## src/rtl/stopwatch_ctrl.sv

```systemverilog
// Stopwatch control: synchronizes and debounces three push buttons, runs the
// IDLE/RUN/PAUSED state machine and emits count_en / count_clr pulses for a
// downstream BCD time counter.
module stopwatch_ctrl #(
  parameter int unsigned TICK_DIV        = 500000,
  parameter int unsigned DEBOUNCE_CYCLES = 1000000
) (
  input  logic       clk,
  input  logic       rst_n,
  input  logic       button_start,
  input  logic       button_stop,
  input  logic       button_reset,
  output logic       count_en,
  output logic       count_clr,
  output logic       running,
  output logic [1:0] state
);

  localparam int unsigned NB   = 3;
  localparam int unsigned DB_W = $clog2(DEBOUNCE_CYCLES + 1);
  localparam int unsigned PS_W = (TICK_DIV > 1) ? $clog2(TICK_DIV) : 1;

  // Button bit positions within the synchronized / debounced vectors
  localparam int unsigned B_START = 0;
  localparam int unsigned B_STOP  = 1;
  localparam int unsigned B_RESET = 2;

  typedef enum logic [1:0] {
    S_IDLE   = 2'b00,
    S_RUN    = 2'b01,
    S_PAUSED = 2'b10
  } state_e;

  state_e            state_q, state_d;
  logic [NB-1:0]     sync1_q, sync1_d;
  logic [NB-1:0]     sync2_q, sync2_d;
  logic [NB-1:0]     lvl_q, lvl_d;
  logic [NB-1:0]     ev_q, ev_d;
  logic [DB_W-1:0]   db_cnt_q [NB];
  logic [DB_W-1:0]   db_cnt_d [NB];
  logic [PS_W-1:0]   presc_q, presc_d;
  logic              count_en_q, count_en_d;
  logic              count_clr_q, count_clr_d;
  logic              running_q, running_d;
  logic              wrap;

  assign wrap = (presc_q == PS_W'(TICK_DIV - 1));

  // Two-flop synchronizer, debounce counters and press-event detection
  always_comb begin
    sync1_d = {button_reset, button_stop, button_start};
    sync2_d = sync1_q;
    lvl_d   = lvl_q;
    for (int i = 0; i < int'(NB); i++) begin
      db_cnt_d[i] = db_cnt_q[i];
      if (sync2_q[i] == lvl_q[i]) begin
        db_cnt_d[i] = '0;
      end else if (db_cnt_q[i] == DB_W'(DEBOUNCE_CYCLES - 1)) begin
        lvl_d[i]    = sync2_q[i];
        db_cnt_d[i] = '0;
      end else begin
        db_cnt_d[i] = db_cnt_q[i] + DB_W'(1);
      end
    end
    ev_d = lvl_d & ~lvl_q;
  end

  // FSM state register
  always_ff @(posedge clk) begin
    if (!rst_n) begin
      state_q <= S_IDLE;
    end else begin
      state_q <= state_d;
    end
  end

  // Next state: reset > stop > start; stop blocks start even where stop is ignored
  always_comb begin
    state_d = state_q;
    if (ev_q[B_RESET]) begin
      state_d = S_IDLE;
    end else if (ev_q[B_STOP]) begin
      if (state_q == S_RUN) state_d = S_PAUSED;
    end else if (ev_q[B_START]) begin
      if (state_q != S_RUN) state_d = S_RUN;
    end
  end

  // Prescaler and output pulses; a user clear overrides a coincident tick
  always_comb begin
    presc_d     = presc_q;
    count_en_d  = 1'b0;
    count_clr_d = 1'b0;
    running_d   = (state_d == S_RUN);
    case (state_q)
      S_IDLE: presc_d = '0;
      S_RUN: begin
        if (wrap) begin
          presc_d    = '0;
          count_en_d = 1'b1;
        end else begin
          presc_d = presc_q + PS_W'(1);
        end
      end
      default: presc_d = presc_q;
    endcase
    if (ev_q[B_RESET]) begin
      presc_d     = '0;
      count_en_d  = 1'b0;
      count_clr_d = 1'b1;
    end
  end

  // Datapath registers
  always_ff @(posedge clk) begin
    if (!rst_n) begin
      sync1_q     <= '0;
      sync2_q     <= '0;
      lvl_q       <= '0;
      ev_q        <= '0;
      presc_q     <= '0;
      count_en_q  <= 1'b0;
      count_clr_q <= 1'b0;
      running_q   <= 1'b0;
      for (int i = 0; i < int'(NB); i++) db_cnt_q[i] <= '0;
    end else begin
      sync1_q     <= sync1_d;
      sync2_q     <= sync2_d;
      lvl_q       <= lvl_d;
      ev_q        <= ev_d;
      presc_q     <= presc_d;
      count_en_q  <= count_en_d;
      count_clr_q <= count_clr_d;
      running_q   <= running_d;
      for (int i = 0; i < int'(NB); i++) db_cnt_q[i] <= db_cnt_d[i];
    end
  end

  assign count_en  = count_en_q;
  assign count_clr = count_clr_q;
  assign running   = running_q;
  assign state     = state_q;

endmodule

```

## config.mk

```make
export PLATFORM = sky130hd
export DESIGN_NAME = stopwatch_ctrl
export DESIGN_NICKNAME = d
export VERILOG_FILES = /design/src/rtl/stopwatch_ctrl.sv
export SDC_FILE = /design/constraint.sdc
export NUM_CORES = 1
export LEC_CHECK = 0
export CELL_PAD_IN_SITES_DETAIL_PLACEMENT = 0
export CELL_PAD_IN_SITES_GLOBAL_PLACEMENT = 1
export CORE_ASPECT_RATIO = 2
export CORE_MARGIN = 1.5
export CORE_UTILIZATION = 40
export DETAILED_ROUTE_END_ITERATION = 6
export HOLD_SLACK_MARGIN = 0.02
export PLACE_DENSITY = 0.77
export SETUP_SLACK_MARGIN = 0.15
export SYNTH_ARGS = -nofsm -noshare
export SYNTH_HDL_FRONTEND = slang
export SYNTH_SLANG_ARGS = --single-unit
```

## constraint.sdc

```tcl
create_clock -name clk -period 1.7 [get_ports clk]
set_input_delay 0.34 -clock clk [delete_from_list [all_inputs] [get_ports clk]]
set_output_delay 0.34 -clock clk [all_outputs]
set_load 0.02 [all_outputs]
```

**Word level (Yosys, flattened, before mapping)**

Memories as Yosys holds them, arrays and structs flattened.
Index checks and enable logic that the tools add are counted.

- Register bits: 36
- Memory bits (writable): 60
- Input bits: 5
- Output and inout port bits: 5
- Word-level logic and storage cells: 61
- Memories kept: 1

- Add/sub/neg operators: 4
- Eq/ne operators: 10
- Mux-type cells: 26
- Bitwise gates (word level): 7
- Reduce and logical (&&, ||, !) cells: 4

Memory list:

| name | depth | bits a word | read ports | clocked after Yosys merged registers in | write ports | RTL line | RTL |
|---|---|---|---|---|---|---|---|
| db_cnt_q | 3 | 20 | 3 | 0 | 3 | 39 | `logic [DB_W-1:0] db_cnt_q [NB];` |

Operators by type and width:

| cell | number |
|---|---|
| 20-bit two-way mux | 9 |
| 20-bit by 1-bit adder with 20-bit output (second input constant) | 3 |
| 20-bit == test (second input constant) | 3 |
| 19-bit case mux with 2 select lines | 1 |
| 19-bit by 1-bit adder with 19-bit output (second input constant) | 1 |
| 19-bit == test (second input constant) | 1 |
| 19-bit two-way mux | 1 |
| 1-bit two-way mux | 10 |
| 2-bit two-way mux | 5 |
| 2-bit by 1-bit == test with 1-bit output (second input constant) | 2 |
| 3-bit bitwise AND | 1 |
| 1-bit == test | 3 |
| 3-bit inverter | 1 |
| 1-bit bitwise OR | 3 |
| 3-bit OR reduction | 1 |
| 2-bit logical NOT | 1 |
| 2-bit by 1-bit inequality test with 1-bit output (second input constant) | 1 |
| 1-bit inverter | 2 |
| 2-bit nonzero test | 1 |
| 2-bit OR reduction | 1 |

**Longest topological paths before layout**

- Depth after elaboration: 6
- Mapped depth: 8

**Worst setup path before layout**

No wires, ideal clock.

- Path kind: reg-to-reg
- Start: register presc_q[0]
- End: register presc_q[13]
- Library setup time: 117 ps
- Data arrival time: 1610 ps
- Required time: 1583 ps
- Slack: -27 ps
- Stages on the path, launching flop included: 8
- Buffers on the path: 1
- Cell sequence: dfxtp_1 > ha_1 > and3_1 > nand4_2 > o21ba_4 > buf_6 > a21o_1 > a22o_1

- Cells in the longest elaborated chain, start to end: 3

Ends and longest elaborated chain:

| what | RTL line | RTL |
|---|---|---|
| start, declared | 41 | `logic [PS_W-1:0] presc_q, presc_d;` |
| start signal, assigned | 131 | `presc_q <= presc_d;` |
| 19-bit by 1-bit adder with 19-bit output / 19-bit == test (equally long branches) | 102, 47 |  |
| 19-bit two-way mux (*) | 98 | `if (wrap) begin` |
| 19-bit case mux with 2 select lines (*) | 95 | `case (state_q)` |

Every way passes the cells marked *; elsewhere a longest branch is shown, timed or not.
A chain may end at the register's enable or synchronous reset.

**Worst setup path after layout**

- Start: register presc_q[12]
- End: register presc_q[5]

- Cells in the longest elaborated chain, start to end: 3

Ends and longest elaborated chain:

| what | RTL line | RTL |
|---|---|---|
| 19-bit == test | 47 | `assign wrap = (presc_q == PS_W'(TICK_DIV - 1));` |
| 19-bit two-way mux | 98 |  |
| 19-bit case mux with 2 select lines | 95 |  |

No other way between the ends.

==> results.md <==
Worst setup path:
- Counting both buffers and inverters, the worst setup path holds a total of 1.
- The setup path with the least slack is of type reg2reg.
- On the worst path, the slowest cell contributes a delay of 0.33 ns.
- The signal on the critical path passes through and4bb_1, nand4b_1, o21ba_4, buf_6, a21o_1, a22o_1.
- The data required time of the worst path is 1.93 ns.
- At the worst endpoint, the arrival time is 1.92 ns.
- The critical path startpoint is presc_q[12].
- The critical-path maximum fanout is 6.
- The flop-to-flop setup slack is 0.009 ns.
- STA classifies the critical path endpoint as a flop.
- The kind of start point of the critical path is a flop.
- The worst-path cell with the longest stage delay is sky130_fd_sc_hd__dfxtp_2.
- The kind of cell with the highest combined delay along the critical path is compound AO/OA/AOI/OAI gates.
- In this run the critical register-to-register path is launched from presc_q[12].

Layout:
- The signed area change from the synthesized netlist to the final layout is 32.3%.
- The share of final-layout standard cells stronger than drive strength 1 is 30.5%.
- For this run, the post-layout net count is 555.
- In the layout the commonest cells are sky130_fd_sc_hd__dfxtp_1 (75), sky130_fd_sc_hd__nor2_1 (65), sky130_fd_sc_hd__buf_4 (54).
- Leaving out fill and tap cells, the most frequent cell in the layout is sky130_fd_sc_hd__dfxtp_1.
- The number of diodes is 0.
- At the end of the flow the core is filled with cells to 53.9%.

Min path:
- The hold path startpoint is db_cnt_q[0][40].
- The type of the most critical hold path is reg2reg.

Clock tree:
- The clock tree root driver cell is sky130_fd_sc_hd__clkbuf_16.
- After clock tree synthesis, the flow added hold-fix buffers numbering 0.
- Clock-pin slew was measured on the worst setup and hold paths at 0.07 ns.
- In this run the number of H-tree levels came out at 3.
- The number of buffers added by the clock tree synthesis step is 9.
- The number of buffers on the longest clock path is 2.
- The number of clock sinks seen by CTS is 96.
- The worst-skew pair later-pin latency is 0.34 ns.
- The TritonCTS clock tree is yes.

Synthesis:
- The gate count after technology mapping is 473.
- The share of cell area taken by muxes after synthesis is 1.18%.
- The post-synth design cell area is 4240 um2.
- The flip-flop and latch count after synthesis is 96.
- The simple-gate portion of the synthesized area is 30.6%.
- The largest family of logic cells by synthesized area is simple AND/OR/NAND/NOR gates.
- In the synthesized netlist the dominant register cell turns out to be sky130_fd_sc_hd__dfxtp_1.
- Synthesis produced a netlist with a net count of 482.
- After Yosys synthesis, XOR and XNOR cells account for 11.8% of the synthesized area.
- The number of warning messages in the yosys log is 0.
- After Yosys synthesis, full adders, half adders and majority gates account for 1.18% of the synthesized area.
- The post-synthesis compound-gate area fraction is 6.64%.
- The average cell area after synthesis is 8.96 um2.
- The number of unique standard cell types used by synthesis is 54.
- Sequential elements use 45.3% of the synthesized area.
- The number of enable flip-flop cells after synthesis is 0.
- The share of async-settable or async-resettable flops after synthesis is 0%.

Die:
- The standard cell core area is 10400 um2.
- Once the floorplan was initialized, standard cells occupied 40.7% of the core.
- The die boundary width is 75.8 um.
- The y dimension of the die is 149 um.
- The floorplan step defined a die boundary enclosing 11300 um2.
- The number of rows in the core area is 53.
- The number of primary I/O pins is 10.

Timing:
- The hold violation total from the final report came to 0.
- Setup repair after global routing could not meet its margin everywhere.
- The final cycle utilization of the critical path is 99.5%.
- At the pin with the least slew margin, the transition time is 0.866 ns.
- Once routing completed, OpenROAD measured the worst setup slack at 0.00911 ns.
- On the final layout, the worst hold slack is 0.424 ns.
- For the final routed database, the setup TNS stands at 0 ns.
- The post-layout minimum cycle time is 1.69 ns.
- Setup violations remaining at the end of the flow were counted as 0.
- The number of slew-limit violations in the final report is 0.
- Headroom to the max-slew limit came out at 42.0%.
- Derived from the worst setup path, the maximum achievable clock frequency is 0.591 GHz.
- Clock skew on the completed layout was measured at 0.0135 ns.

Placement:
- Before CTS, the worst setup slack after placement is -0.189 ns.
- The wire-length estimate of the detail-placed layout is 6090 um.
- The placer's final routability congestion estimate is 0.840.
- Input and output buffers added on the ports amount to 9.

Global route:
- The met2 capacity usage during global routing is 31.3%.
- For this run, global-route usage on met3 was measured as 2.91%.
- The via count of the first global-routing pass is 3418.
- The global-route usage over all layers is 17.6%.
- The global routing met1 resource utilization is 18.4%.
- After global routing, the most crowded layer is met2.
- The first global-routing pass estimated 15300 um of wire.
- The largest net degree at the start of global routing is 21.
- The total overflow left after global routing is 0.
- The number of antenna violations at the first check in global routing is 0.

Run:
- The max-capacitance violation count is 0.

Detailed routing:
- After detailed routing, the average wire length per cell comes to 13.5 um.
- Wires add up to 9260 um.
- The count of nets left with antenna violations after detail routing is 0.
- The routed via count divided by cell count is 5.06.
- After detailed routing, the number of remaining DRC violations is 0.
- The first TritonRoute pass finished after 5 iterations.
- The first-iteration detailed-routing DRC count is 143.
- The vias after detailed routing is 3479.

Power:
- The peak supply drop is 0.606 mV.
- Power spread over the standard cell area amounts to 810 nW/um2.
- In this run the static leakage power is 2.10 nW.

Outcome:
- The flow ran to the end, and the final reports show no timing, DRC or antenna violations.
## registers in the layout (all words and copies together) (netlist names)
register,count
lvl_q,3
sync1_q,3
count_clr,1
ev_q,3
db_cnt_q,60
running,1
sync2_q,3
state,2
presc_q,19
count_en,1
## through the flow
| stage | instances | cell area, um2 | total power [mW] |
|---|---|---|---|
| floorplan | 473 | 4280 | 2.35 |
| global placement | 657 | 4850 | 2.37 |
| CTS | 683 | 5340 | 4.60 |
| detailed placement | 657 | 4850 | 2.37 |
| finish | 688 | 5610 | 4.54 |
| global route | 688 | 5610 | 4.73 |
## worst reg2reg max path, delay by kind of cell (launching register included)
kind | cells | cell delay, ns
flops | 1 | 0.33
compound gates | 3 | 0.62
buf+inv | 1 | 0.13
simple gates | 2 | 0.50
## where the power goes
| part | switching (mW) | total [mW] | internal (mW) |
|---|---|---|---|
| sequential | 0.00627 | 2.26 | 2.26 |
| combinational | 0.0386 | 0.0703 | 0.0317 |
| clock | 0.877 | 2.21 | 1.33 |
## synth_stat cells (all sizes together) (2+ instances only)
library cell | count | area share [%]
dfxtp | 96 | 45
nor2 | 80 | 7.1
nand2 | 41 | 3.6
xor2 | 38 | 7.9
nand3 | 37 | 4.5
xnor2 | 19 | 3.9
and2 | 14 | 2.1
and3 | 14 | 2.1
a21oi | 13 | 1.5
nor3 | 13 | 1.9
buf | 12 | 2.2
nand4 | 12 | 1.9
inv | 9 | 0.80
a31oi | 6 | 0.89
a21o | 5 | 0.94
a22o | 5 | 1.0
and4 | 5 | 1.1
mux2i | 5 | 1.2
nor4 | 5 | 1.0
ha | 4 | 1.2
nor2b | 4 | 0.59
nor4b | 4 | 1.2
clkbuf | 3 | 0.27
o21ai | 3 | 0.35
or3 | 3 | 0.44
a22oi | 2 | 0.47
nand2b | 2 | 0.30
nand4b | 2 | 0.41
or2b | 2 | 0.35
## layer usage
metal | vias up | share of wire [%]
met3 | 18 | 2.6
li1 | 1781 | -
met1 | 1624 | 38
met5 | - | 0
met4 | 0 | 2.6
met2 | 56 | 57
## cells by family (layout without fill, tap and decap cells)
kind of cell    count (synthesis)  count (layout)
buf+inv                        24              98
flops                          96              96
xor+xnor                       57              57
compound gates                 40              41
simple gates                  247             250
mux                             5               5
fa+ha+maj                       4               4
## final cells by class
type / count / area (um2)
clock inverters: 6 / 92.6
fillers: 966 / 4800
repair buffers: 73 / 628
flip-flops and latches: 96 / 1950
well taps: 137 / 171
clock buffers: 10 / 239
inverters: 9 / 33.8
multi-input cells: 357 / 2490
## worst paths after layout
path                          end  cells past startpoint
setup / recovery       presc_q[5]                      6
hold reg to reg   db_cnt_q[0][40]                      1
setup reg to reg       presc_q[5]                      6
hold / removal    db_cnt_q[0][40]                      1
## timing repair
| action | 4_1_cts | 5_1_grt |
|---|---|---|
| setup buffers | 7 | 3 |
| gates resized for setup | 29 | 58 |
| endpoints found under the hold margin | 0 | 0 |
| endpoints found under the setup margin | 54 | 83 |
| pin swaps | 17 | 12 |
| gates cloned | 3 | 2 |
Power figures use the tool's default switching activity.
